<file path="config.mk">
export PLATFORM = sky130hd
export DESIGN_NAME = clock_time_ctrl
export DESIGN_NICKNAME = d
export VERILOG_FILES = /design/src/rtl/clock_time_ctrl.sv
export SDC_FILE = /design/constraint.sdc
export NUM_CORES = 1
export LEC_CHECK = 0
export CORE_MARGIN = 1.5
export CORE_UTILIZATION = 51
export DETAILED_ROUTE_END_ITERATION = 16
export PLACE_DENSITY = 0.79
export SYNTH_ARGS = -nofsm -noshare
export SYNTH_HDL_FRONTEND = slang
export SYNTH_SLANG_ARGS = --single-unit
</file>
<file path="constraint.sdc">
create_clock -name clk -period 2.2 [get_ports clk]
set_input_delay 0.22 -clock clk [delete_from_list [all_inputs] [get_ports clk]]
set_output_delay 0.22 -clock clk [all_outputs]
set_load 0.02 [all_outputs]
</file>
<file path="src/rtl/clock_time_ctrl.sv">
// Time-of-day controller: BCD seconds/minutes/hours chain driven by a 1 Hz tick,
// plus the button-driven time-setting state machine and blink phase.
module clock_time_ctrl #(
    parameter int HOURS     = 24,
    parameter int INIT_HOUR = 0,
    parameter int INIT_MIN  = 0
) (
    input  logic       clk,
    input  logic       rst,
    input  logic       tick,
    input  logic       btn_mode,
    input  logic       btn_inc,
    output logic [3:0] sec_ones,
    output logic [3:0] sec_tens,
    output logic [3:0] min_ones,
    output logic [3:0] min_tens,
    output logic [3:0] hour_ones,
    output logic [3:0] hour_tens,
    output logic [1:0] sel,
    output logic       blink,
    output logic       day_pulse
);

    typedef enum logic [1:0] {
        RUN   = 2'd0,
        SET_H = 2'd1,
        SET_M = 2'd2,
        SET_S = 2'd3
    } state_t;

    localparam logic [3:0] HMAX_T = 4'((HOURS - 1) / 10);
    localparam logic [3:0] HMAX_O = 4'((HOURS - 1) % 10);
    localparam logic [3:0] IH_T   = 4'(INIT_HOUR / 10);
    localparam logic [3:0] IH_O   = 4'(INIT_HOUR % 10);
    localparam logic [3:0] IM_T   = 4'(INIT_MIN / 10);
    localparam logic [3:0] IM_O   = 4'(INIT_MIN % 10);

    state_t     state;
    logic [7:0] sec;   // {tens, ones}
    logic [7:0] min;
    logic [7:0] hour;
    logic       sec_wrap;
    logic       min_wrap;
    logic       hour_wrap;

    function automatic logic [7:0] inc60(input logic [7:0] v);
        if (v[3:0] == 4'd9) begin
            if (v[7:4] == 4'd5)
                return 8'h00;
            return {v[7:4] + 4'd1, 4'd0};
        end
        return {v[7:4], v[3:0] + 4'd1};
    endfunction

    function automatic logic [7:0] inc_hour(input logic [7:0] v);
        if (v == {HMAX_T, HMAX_O})
            return 8'h00;
        if (v[3:0] == 4'd9)
            return {v[7:4] + 4'd1, 4'd0};
        return {v[7:4], v[3:0] + 4'd1};
    endfunction

    assign sec_wrap  = (sec == 8'h59);
    assign min_wrap  = (min == 8'h59);
    assign hour_wrap = (hour == {HMAX_T, HMAX_O});

    always_ff @(posedge clk) begin
        if (rst) begin
            state     <= RUN;
            sec       <= '0;
            min       <= {IM_T, IM_O};
            hour      <= {IH_T, IH_O};
            blink     <= 1'b0;
            day_pulse <= 1'b0;
        end else begin
            day_pulse <= 1'b0;
            if (state == RUN) begin
                blink <= 1'b0;
                if (tick) begin
                    sec <= inc60(sec);
                    if (sec_wrap) begin
                        min <= inc60(min);
                        if (min_wrap) begin
                            hour      <= inc_hour(hour);
                            day_pulse <= hour_wrap;
                        end
                    end
                end
                if (btn_mode)
                    state <= SET_H;
            end else if (btn_mode) begin
                // 2-bit increment wraps SET_S back to RUN; mode discards btn_inc and tick
                state <= state_t'(state + 2'd1);
                blink <= 1'b0;
            end else begin
                if (tick)
                    blink <= ~blink;
                if (btn_inc) begin
                    case (state)
                        SET_H:   hour <= inc_hour(hour);
                        SET_M:   min  <= inc60(min);
                        default: sec  <= inc60(sec);
                    endcase
                end
            end
        end
    end

    assign sec_ones  = sec[3:0];
    assign sec_tens  = sec[7:4];
    assign min_ones  = min[3:0];
    assign min_tens  = min[7:4];
    assign hour_ones = hour[3:0];
    assign hour_tens = hour[7:4];
    assign sel       = state;

endmodule

</file>
==> impl_metrics.ini <==
[detailed_routing]
drtIter0Drc = 124
dr_total_vias = 1590
routedWlPerCell_um = 13.9
antenna_left = 0
viasPerCell = 5.74
first_pass_iters = 4
drc = 0
wl_um = 3840

[global_routing]
antenna_found_initial = 0
grtUsageTotal = 0.212
first_global_vias = 1363
grt_first_pass_wirelength_um = 5910
grt_overflow = 0
grt_max_degree = 16

[placed_design]
placed_cell_area_sq_um = 2080
hpwl_um = 2840
dp_cells = 272
io_buffers = 32
pre_cts_ws_ns = 0.0596
place.gp.congestion = 0.815

[critical_path]
cp_max_fo = 8
rrSetupSlack_ns = 0.10
r2r-end = hour[7]
end_kind = flip-flop
crit_chain = inv_1 > ha_4 > nand4b_1 > o41a_1 > or4_1 > a21oi_1
cpPeakStageDelay_ns = 0.54
cp-startpoint = sel[1]
critPathRequiredTime_ns = 2.48
r2r-start = sel[1]
cp-endpoint = hour[7]
cp.arrival_ns = 2.38
rr_worst_depth = 6
cpMaxStageDelayCell = or4_1
critPathLaunchType = flip-flop
critPathKind = flip-flop to flip-flop

[floorplanning]
start_util = 0.540
die_h_um = 59.8
num_rows = 20
die_x_um = 59.8
fp.dieArea_sq_um = 3580
io_pins = 33
core_sq_um = 3050

[timing]
tightest_slew_ns = 0.467
skew_ns = 0.00550
finalCriticalPeriod_ns = 2.10
hold_viol_final = 0
timing.fmax_ghz = 0.477
fin_ws_ns = 0.102
period_share = 0.953
hold_slack_ns = 0.527
setup_violations = 0
slew_headroom = 0.686
drv_slew = 0

[run_status]
outcome = finished clean

[yosys]
avgSynthCellArea_sq_um = 8.63
ys_types = 46
syn-num-nets = 207
yosysWarnings = 0
synthFlopType = dfxtp_1
synth.cell_area_sq_um = 1650
yosysSeqAreaShare = 0.340
synth_edf_count = 0
ys_ff_latch = 28
syn_inst = 191
async_flop_share = 0

[final_layout]
fillerInstances = 255
mostFrequentLayoutCells = clkdlybuf4s50_1, dfxtp_1, nor2_1
syn2layout_area_growth_pct = 30.1
fin_nets = 250
n_antenna_cell = 0
layout-drive-gt1-share = 0.120
final_area_sq_um = 2140
final_common_cell = clkdlybuf4s50_1
finalNonFillerCells = 277

[clock_tree]
cts.clk_slew.worst_paths_ns = 0.15
ctsLongestPathBuffers = 2
cts_tree = built
cts_made_buffers = 3
hold_buffers = 0
worstSkewPairLatency_ns = 0.34
root_buffer = clkbuf_4
clock_sinks = 28
cts_htree_levels = 1
post_cts.repair.setup_buffers = 0
cts_resized = 0

[power_and_ir_drop]
p_per_area_nw_per_um2 = 442
ir_drop_uv = 305
leakage_nw = 0.781

[run]
drv_cap = 0

[hold_path]
worstHoldPathType = flip-flop to flip-flop
## synthesized netlist by cell type (2+ instances only)
library cell	instances	area share
and3b_1	3	0.016
mux2_2	2	0.014
a211oi_1	2	0.0091
clkbuf_1	7	0.016
a41oi_1	2	0.011
dfxtp_1	28	0.34
o21ai_1	2	0.0061
o21ai_0	17	0.052
xnor2_1	2	0.011
a31oi_1	3	0.011
buf_6	2	0.014
or3_1	3	0.011
nor4_1	3	0.011
and3_1	2	0.0076
nand3_1	5	0.015
ha_1	11	0.084
nand4_1	2	0.0076
mux2i_1	4	0.024
nand2_1	8	0.018
a21o_1	2	0.0091
a21oi_1	15	0.046
o31ai_1	2	0.0091
a22o_1	2	0.011
nor3b_1	2	0.0091
and4bb_2	2	0.015
nor3_1	3	0.0091
or4_1	8	0.036
nor2b_1	4	0.015
nor2_1	18	0.041
nand3b_1	2	0.0091
inv_1	8	0.018
## cells by family after synthesis
| family | Yosys count | share of synthesized area |
|---|---|---|
| AND/OR/NAND/NOR | 75 | 0.289 |
| AO/OA/AOI/OAI | 52 | 0.191 |
| flip-flops | 28 | 0.340 |
| buffers and inverters | 17 | 0.0478 |
| adder cells (fa/ha/maj) | 11 | 0.0835 |
| multiplexers | 6 | 0.0380 |
| XOR/XNOR | 2 | 0.0106 |
## state kept, by name, indices dropped and copies added (netlist names)
name	flops
hour	8
sec	8
blink	1
sel	2
min	8
day_pulse	1
## cell type report
cell class	instances	area, sq um	area share
inverter	8	30.0	0.0140
timing repair buffer	46	425	0.198
multi-input combinational	147	1040	0.484
sequential	28	561	0.261
tap	44	55.1	0.0257
clock buffer	4	36.3	0.0169
## worst max-delay path: cells and delay by family (launching register included)
kind / cells / cell delay, ns
AO/OA/AOI/OAI: 2 / 0.66
adder cells (fa/ha/maj): 1 / 0.19
buffers and inverters: 1 / 0.12
flip-flops: 1 / 0.37
AND/OR/NAND/NOR: 2 / 0.72
## metrics by stage
stage	TNS (ns)	total power [mW]	utilization
global route	-0.0113	0.980	0.702
finish	0	0.947	0.702
detailed placement	0	0.688	0.681
global placement	0	0.686	0.681
floorplan	0	0.623	-
CTS	0	0.938	0.693
## power breakdown
part           switching, mW  internal, mW
combinational         0.0886        0.0753
clock                  0.157         0.102
sequential           0.00876         0.516
## layer usage
| metal | up-vias | wire (um) | GRT usage |
|---|---|---|---|
| met5 | - | 0 | 0 |
| met4 | 0 | 57 | 0.0762 |
| met3 | 8 | 151 | 0.0216 |
| met2 | 38 | 1870 | 0.345 |
| met1 | 743 | 1760 | 0.289 |
| li1 | 801 | - | - |
## how the worst min path moves through the flow
stage | start | to | slack, ns | depth (start not counted)
2_1_floorplan | tick | blink | 0.40 | 2
3_3_place_gp | hour[7] | hour[7] | 0.48 | 2
3_5_place_dp | hour[7] | hour[7] | 0.51 | 2
4_1_cts | hour[7] | hour[7] | 0.53 | 2
5_1_grt | hour[7] | hour[7] | 0.56 | 2
6_report | hour[3] | hour[3] | 0.53 | 2
(Power assumes the default switching activity.)
